$ cat config.mk
export PLATFORM = sky130hd
export DESIGN_NAME = int_div_seq
export DESIGN_NICKNAME = d
export VERILOG_FILES = /design/src/rtl/int_div_seq.sv
export SDC_FILE = /design/constraint.sdc
export NUM_CORES = 1
export LEC_CHECK = 0
export BUFFER_PORTS_ARGS = -buffer_cell sky130_fd_sc_hd__buf_2
export CAP_MARGIN = 40
export CELL_PAD_IN_SITES_DETAIL_PLACEMENT = 0
export CELL_PAD_IN_SITES_GLOBAL_PLACEMENT = 2
export CORE_ASPECT_RATIO = 0.5
export CORE_MARGIN = 1.5
export CORE_UTILIZATION = 32
export CTS_BUF_LIST = sky130_fd_sc_hd__clkbuf_8
export DETAILED_ROUTE_END_ITERATION = 10
export PLACE_DENSITY_LB_ADDON = 0.1
export SLEW_MARGIN = 5
export SYNTH_ARGS = -nofsm -noshare
export SYNTH_HDL_FRONTEND = slang
export SYNTH_SLANG_ARGS = --single-unit
$ cat constraint.sdc
create_clock -name i_clk -period 5.09 [get_ports i_clk]
set_input_delay 1.018 -clock i_clk [delete_from_list [all_inputs] [get_ports i_clk]]
set_output_delay 1.018 -clock i_clk [all_outputs]
set_load 0.1 [all_outputs]
$ cat src/rtl/int_div_seq.sv
// Iterative restoring divider (RV64M DIV/DIVU/REM/REMU and W forms), radix-2 or radix-4 with INT_DIV_RADIX4_EN.
// Latency: start at edge k -> o_valid in cycle k+N+2 (N = quotient steps), divide-by-zero/overflow k+2.
// Backpressure: none; o_busy high while in flight and i_ena is ignored then, not queued.
module int_div_seq #(
  parameter int RISCV_ARCH = 64
) (
  input  logic                  i_clk,
  input  logic                  i_rst,
  input  logic                  i_ena,
  input  logic                  i_unsigned,
  input  logic                  i_residual,
  input  logic                  i_rv32,
  input  logic [RISCV_ARCH-1:0] i_a1,
  input  logic [RISCV_ARCH-1:0] i_a2,
  output logic [RISCV_ARCH-1:0] o_res,
  output logic                  o_valid,
  output logic                  o_busy
);

  localparam int W  = RISCV_ARCH;
  localparam int CW = $clog2(W) + 1;
`ifdef INT_DIV_RADIX4_EN
  localparam logic [CW-1:0] CNT_FULL = CW'(W / 2);
  localparam logic [CW-1:0] CNT_HALF = CW'(16);
`else
  localparam logic [CW-1:0] CNT_FULL = CW'(W);
  localparam logic [CW-1:0] CNT_HALF = CW'(32);
`endif

  typedef enum logic [1:0] {IDLE, CALC, FIX} state_t;

  state_t          state, state_nxt;
  logic [CW-1:0]   cnt;
  logic [W-1:0]    rem, quot, dvsr;
  logic            residual, rv32, neg_q, neg_r, special;

  logic [W-1:0]    a1_ext, a2_ext, a1_abs, a2_abs;
  logic            a1_neg, a2_neg, div_zero, ovf;
  logic [2*W-1:0]  step_res;
  logic [W-1:0]    q_fix, r_fix, sel;
  logic [W-1:0]    res_nxt;

  // One restoring step: shift {rem,quot} left, keep rem-divisor when non-negative.
  function automatic logic [2*W-1:0] div_step(input logic [W-1:0] r, input logic [W-1:0] q,
                                              input logic [W-1:0] d);
    logic [W:0] sh;
    logic [W:0] diff;
    sh   = {r, q[W-1]};
    diff = sh - {1'b0, d};
    if (!diff[W])
      div_step = {diff[W-1:0], q[W-2:0], 1'b1};
    else
      div_step = {sh[W-1:0], q[W-2:0], 1'b0};
  endfunction

  always_comb begin
    a1_ext = i_a1;
    a2_ext = i_a2;
    if (i_rv32) begin
      a1_ext = {{(W-32){~i_unsigned & i_a1[31]}}, i_a1[31:0]};
      a2_ext = {{(W-32){~i_unsigned & i_a2[31]}}, i_a2[31:0]};
    end
    a1_neg   = ~i_unsigned & a1_ext[W-1];
    a2_neg   = ~i_unsigned & a2_ext[W-1];
    a1_abs   = a1_neg ? -a1_ext : a1_ext;
    a2_abs   = a2_neg ? -a2_ext : a2_ext;
    div_zero = (a2_ext == '0);
    ovf      = ~i_unsigned & (a1_ext == {1'b1, {(W-1){1'b0}}} | (i_rv32 & a1_ext == {{(W-31){1'b1}}, 31'b0}))
               & (&a2_ext);
  end

  always_comb begin
    step_res = div_step(rem, quot, dvsr);
`ifdef INT_DIV_RADIX4_EN
    step_res = div_step(step_res[2*W-1:W], step_res[W-1:0], dvsr);
`endif
  end

  // Special cases already hold their final raw value; only sign/W fixup for normal ops.
  always_comb begin
    q_fix = (neg_q & ~special) ? -quot : quot;
    r_fix = (neg_r & ~special) ? -rem  : rem;
    sel   = residual ? r_fix : q_fix;
    res_nxt = rv32 ? {{(W-32){sel[31]}}, sel[31:0]} : sel;
  end

  always_ff @(posedge i_clk) begin
    if (i_rst)
      state <= IDLE;
    else
      state <= state_nxt;
  end

  always_comb begin
    state_nxt = state;
    case (state)
      IDLE: if (i_ena) state_nxt = (div_zero | ovf) ? FIX : CALC;
      CALC: if (cnt == CW'(1)) state_nxt = FIX;
      FIX:  state_nxt = IDLE;
      default: state_nxt = IDLE;
    endcase
  end

  always_ff @(posedge i_clk) begin
    if (i_rst) begin
      cnt      <= '0;
      rem      <= '0;
      quot     <= '0;
      dvsr     <= '0;
      residual <= 1'b0;
      rv32     <= 1'b0;
      neg_q    <= 1'b0;
      neg_r    <= 1'b0;
      special  <= 1'b0;
      o_res    <= '0;
      o_valid  <= 1'b0;
    end else begin
      o_valid <= 1'b0;
      case (state)
        IDLE: if (i_ena) begin
          residual <= i_residual;
          rv32     <= i_rv32;
          neg_q    <= a1_neg ^ a2_neg;
          neg_r    <= a1_neg;
          dvsr     <= a2_abs;
          if (div_zero) begin
            special <= 1'b1;
            quot    <= '1;
            rem     <= a1_ext;
          end else if (ovf) begin
            special <= 1'b1;
            quot    <= a1_ext;
            rem     <= '0;
          end else begin
            special <= 1'b0;
            rem     <= '0;
            // W magnitudes fit in 32 bits; park them at the top so only 32 steps are needed.
            quot    <= i_rv32 ? {a1_abs[31:0], {(W-32){1'b0}}} : a1_abs;
            cnt     <= i_rv32 ? CNT_HALF : CNT_FULL;
          end
        end
        CALC: begin
          {rem, quot} <= step_res;
          cnt         <= cnt - CW'(1);
        end
        FIX: begin
          o_res   <= res_nxt;
          o_valid <= 1'b1;
        end
        default: ;
      endcase
    end
  end

  assign o_busy = (state != IDLE);

endmodule

# After elaboration in Yosys (flattened, before gate mapping)
# Index checks and enable logic that the tools add are counted.
[totals] regBits=271 in_bits=134 output_inout_bits=66 word_cells=79
[classes] n_addsub=6 n_eq_ne=9 n_mux=29 n_bitwise=14 n_reduce_logical=9
[op_table] operator="two-way mux 64 bit" count=14
[op_table] operator="negator 64 bit" count=4
[op_table] operator="one-hot mux 64 bit (2 select lines)" count=2
[op_table] operator="equality test 64 bit (second input constant)" count=2
[op_table] operator="two-way mux 128 bit" count=1
[op_table] operator="subtractor 65 x 64 -> 65 bit" count=1
[op_table] operator="logical NOT 64 bit" count=1
[op_table] operator="AND reduction 64 bit" count=1
[op_table] operator="two-way mux 7 bit" count=4
[op_table] operator="one-hot mux 7 bit (2 select lines)" count=1
[op_table] operator="AND 1 bit" count=9
[op_table] operator="!= test 2 bit (second input constant)" count=4
[op_table] operator="equality test 7 x 1 -> 1 bit (second input constant)" count=1
[op_table] operator="subtractor 7 x 1 -> 7 bit (second input constant)" count=1
[op_table] operator="two-way mux 2 bit" count=3
[op_table] operator="AND reduction 2 bit" count=3
[op_table] operator="one-hot mux 2 bit (2 select lines)" count=1
[op_table] operator="AND reduction 4 bit" count=1
[op_table] operator="nonzero test 2 bit" count=2
[op_table] operator="two-way mux 1 bit" count=3
[op_table] operator="equality test 2 x 1 -> 1 bit (second input constant)" count=1
[op_table] operator="equality test 2 bit (second input constant)" count=1
[op_table] operator="logical NOT 2 bit" count=1
[op_table] operator="NOT 1 bit" count=2
[op_table] operator="other kinds (2)" count=3

# Longest topological paths before layout
[logic_depth] ltp_word=12 depth_mapped=15 depth_no_buf=13

# Worst setup path after synthesis
# OpenSTA, ideal clock, no wires.
[synth_path] kind="input -> register" from="in i_a1[15]" to="reg quot[44]" setup_time_ns=0.140 arrival_ns=3.792 t_required_ns=4.950 setup_slack_ns=1.158 stages=9 path_buffers=0 cell_sequence="or4_1 -> or3_4 -> or4_4 -> or2_1 -> a2111o_1 -> o21ai_1 -> a211oi_1 -> a2111oi_1 -> a2111oi_2"
[synth_via] elab_chain_len=10 elab_cells_between_ends=14 classes_between="add/sub (1); eq/ne (2); mux (7); bitwise (4)"
[synth_rtl] element="from (decl)" line_no="13" source="input logic [RISCV_ARCH-1:0] i_a1,"
[synth_rtl] element="two-way mux 64 bit *" line_no="59" source="if (i_rv32) begin"
[synth_rtl] element="branches (longest 5 deep; another with negator 64 bit)"
[synth_rtl] element="two-way mux 64 bit *" line_no="130" source="end else if (ovf) begin"
[synth_rtl] element="two-way mux 64 bit *" line_no="126" source="if (div_zero) begin"
[synth_rtl] element="two-way mux 64 bit *" line_no="120" source="IDLE: if (i_ena) begin"
[synth_rtl] element="one-hot mux 64 bit (2 select lines) *" line_no="119" source="case (state)"
[synth_rtl] element="to (signal assigned)" line_no="132" source="quot <= a1_ext;"
[synth_rtl] element="to (signal assigned)" line_no="138" source="quot <= i_rv32 ? {a1_abs[31:0], {(W-32){1'b0}}} : a1_abs;"
[synth_rtl] element="to (signal assigned)" line_no="143" source="{rem, quot} <= step_res;"
[synth_rtl] element="to (decl)" line_no="34" source="logic [W-1:0] rem, quot, dvsr;"
# Every way passes the cells marked *. The select of a mux whose other input is x is not followed.
# A chain may end at the register's enable or synchronous reset.

# Worst setup path in the final report
[layout_path] from="reg quot[63]" to="reg rem[53]"
[layout_via] elab_chain_len=3
[layout_rtl] element="subtractor 65 x 64 -> 65 bit" line_no="49" source="diff = sh - {1'b0, d};"
[layout_rtl] element="two-way mux 128 bit" line_no="50" source="if (!diff[W])"
[layout_rtl] element="one-hot mux 64 bit (2 select lines)" line_no="119"
[layout_rtl] element="to (signal assigned)" line_no="129" source="rem <= a1_ext;"
[layout_rtl] element="to (signal assigned)" line_no="143"
[layout_rtl] element="to (decl)" line_no="34"
# Every way passes these cells.

==> metrics.md <==
| Metric | Value |
|---|---|
| DRC viols | `0` |
| Die W | `between 300 and 400 um` |
| Port Buffers | `between 150 and 200` |
| End-of-flow core utilization | `37.0%` |
| # resized after CTS | `0` |
| Num rows | `68` |
| Sequential share of the synthesized area | `about a quarter` |
| Setup tns final | `0 ps` |
| Final setup viols | `0` |
| Critical path fanouts, max | `19` |
| CTS buffer count | `between 40 and 50` |
| H-tree depth | `2` |
| Vias in the first global route | `approximately 22000` |
| DRT antenna net count | `0` |
| DRT Wirelength | `105000 um` |
| Tot GR Track Use | `about 28%` |
| Mapped Cells | `between 3000 and 4000` |
| Hold_buf cts | `0` |
| Synthesized Nets | `about 3500` |
| Initial antenna violation count | `5` |
| Critical path class | `flop to flop` |
| Global-route wire length before repair | `153000 um` |
| Worst EP arrival | `between 4000 and 5000 ps` |
| P_leak | `0.00988 uW` |
| DR vias | `between 20000 and 30000` |
| Max cap viols | `0` |
| Mapped Area | `between 20000 and 25000 um2` |
| Pins Over Slew Limit | `0` |
| Largest net degree at the start of global routing | `106` |
| Fin crit period | `4360 ps` |
| Drt first-iter violations | `approximately 2700` |
| Crit-path cells | `inv_1, ha_1, fa_1, nor2b_1, o31a_1, o211ai_1, a21oi_1, o21ai_0, or3_1, o211ai_1, buf_4, a2111oi_0, buf_4, a2111oi_0, nor4_1` |
| Max-slew headroom | `a little over two fifths` |
| WL/cell | `around 24 um` |
| Area leader, netlist | `dfxtp_1` |
| Initial Utilization | `32.6%` |
| Post-synth EDFFs | `0` |
| Slew @ Worst Pin | `roughly 860 ps` |
| Post-CTS Repair Setup Buffers | `0` |
| Final hold vios | `0` |
| Netlist cell types | `83` |
| Post-detail-place hpwl | `between 80000 and 90000 um` |
| Power Density | `approximately 480 nW/um2` |
| CP Launch Type | `flop` |
| Worst Reg2Reg Path Length in Cells | `15` |
| Via-to-Cell Ratio | `~5.8` |
| Post-Syn Area per Cell | `about 7 um2` |
| Worst-Skew Late Latency | `approximately 700 ps` |
| Crit path max-delay family | `compound AO/OA/AOI/OAI gates` |
| DR pass1 iterations | `6` |
| Run status | `finished clean` |
| R2R Path End | `rem[53]` |
| Max clock buf depth | `3` |
| Crit path to | `rem[53]` |
| Ys async rst share | `0%` |
| Cell with the most instances after synthesis | `a21oi_1` |
| Clk pin slew, worst setup/hold paths | `around 70 ps` |
| Grt ovf | `0` |
| CTS sink count | `roughly 270` |
| Die footprint | `slightly above 70000 um2` |
| Synth top area share | `about a quarter` |
| R2R setup slack | `between 700 and 800 ps` |
| Synth warn | `0` |
| Largest stage delay, worst path | `between 400 and 500 ps` |
| Slowest CP cell | `or3_1` |
| Final #Nets | `roughly 3600` |
| Top_reg_cell synth | `dfxtp_1` |
| Layout cells sized above 1 | `between 10% and 20%` |
| Synth top cells by count | `a21oi_1, nor2_1, nand2_1, dfxtp_1, o21ai_0` |
| Hold/Removal Path Class | `flop to flop` |
| CTS tree | `done` |
| Core area | `69500 um2` |
| Root Buffer | `clkbuf_8` |
| Fmax | `approximately 230 MHz` |
| Reg2Reg Launch Point | `quot[63]` |
| Top cells by area, synth | `dfxtp_1, a21oi_1, xnor2_1` |
| CP required | `5610 ps` |
| Worst Skew | `about 48 ps` |
| CP endpoint kind | `flop` |
| Crit. Startpoint | `quot[63]` |
| Worst vdd ir | `approximately 0.49 mV` |
| Final GP Congestion | `~0.97` |
| Number of synthesized register bits | `between 200 and 300` |
| Num ports | `200` |
| Area Overhead vs Synth | `13.5%` |
| CP Depth | `15` |
| Die H | `roughly 190 um` |
| Final Cycle Share | `a little under nine tenths` |
| RSZ-0062 raised after global routing | `no` |
| Buf/Inv on CP | `3` |
## power by group
part	total (uW)	leakage [uW]	switching (uW)	internal, uW
registers	2980	0.00222	532	2450
clock network	2150	0.000544	1050	1100
logic	7200	0.00712	4750	2450
total	12300	0.00988	6330	6000
## worst min path at each step
| stage | startpoint | end | slack [ps] | cells after the start |
|---|---|---|---|---|
| after global routing | o_res[6] | o_res[6] | 460 | 2 |
| after detailed placement | o_res[22] | o_res[22] | 440 | 2 |
| after global placement | o_res[22] | o_res[22] | 440 | 2 |
| final | o_res[22] | o_res[22] | 450 | 2 |
| after CTS | o_res[6] | o_res[6] | 450 | 2 |
| after floorplan | dvsr[32] | dvsr[32] | 430 | 2 |
## sequential cells by signal, indices dropped and copies added, names as in the netlist
signal    cells
cnt           7
dvsr         64
neg_q         1
neg_r         1
o_res        64
o_valid       1
quot         64
rem          64
residual      1
rv32          1
special       1
state         2
## stage by stage
step / power [uW] / area [um2] / hold slack, ps / cells / setup WS [ps]
CTS: 12200 / 25700 / 449 / 4327 / 778
global route: 13100 / 25700 / 462 / 4330 / 491
global placement: 9980 / 24700 / 436 / 4240 / 695
detailed placement: 9980 / 24800 / 441 / 4244 / 635
finish: 12300 / 25700 / 446 / 4330 / 730
floorplan: 7620 / 22700 / 432 / 3248 / 1160
## layout make-up
class / count / area (um2)
Fill cell: 7647 / 43800
Multi-Input combinational cell: 2632 / 16000
Sequential cell: 271 / 5430
Timing Repair Buffer: 293 / 1780
Tap cell: 945 / 1180
Clock buffer: 56 / 771
Inverter: 103 / 387
Clock inverter: 27 / 179
Antenna cell: 3 / 7.51
## cell families (layout without fill, tap and decap cells)
family,after synthesis,count (layout),share of synthesized area (%)
flip-flops,271,271,23.9
AO/OA/AOI/OAI,1156,1156,31.5
other,0,3,0
XOR/XNOR,283,283,10.9
AND/OR/NAND/NOR,1101,1101,22.9
multiplexers,20,20,0.938
adder cells (fa/ha/maj),72,72,4.00
buffers and inverters,345,479,5.82
## worst reg2reg max path: stages, from the launching register on
cell and delay [ps]:
dfxtp_1 360, inv_1 180, ha_1 310, fa_1 390, nor2b_1 220, o31a_1 270, o211ai_1 180, a21oi_1 290
o21ai_0 260, or3_1 430, o211ai_1 170, buf_4 340, a2111oi_0 130, buf_4 200, a2111oi_0 380, nor4_1 100
## routing by layer
layer / share of wire [%] / GRT usage, % / up-vias
met5: 0 / 0 / -
met2: 35 / 34.5 / 1011
li1: - / - / 12057
met1: 54 / 46.0 / 11901
met3: 8.9 / 5.78 / 107
met4: 1.8 / 6.01 / 0
## placed cells by master (no fill, tap or decap), types with 11 or more instances in the layout
cell / instances
nand2_1: 314
o21bai_1: 17
o21ai_1: 11
nor3_1: 112
buf_2: 197
nand2b_1: 18
a21oi_1: 404
inv_1: 117
o41ai_1: 25
o211ai_1: 46
a31oi_1: 63
o21a_1: 23
ha_1: 71
o21ai_0: 229
xor2_1: 131
a211oi_1: 88
or4_1: 28
nand4_1: 48
a21o_1: 59
nor2b_1: 11
xnor2_1: 152
buf_4: 88
or3_1: 47
a22oi_1: 43
dfxtp_1: 270
clkbuf_8: 57
and2_1: 11
nor2_1: 346
nor4_1: 42
o31ai_1: 48
nand3_1: 50
a221oi_1: 15
(Power assumes the default switching activity.)
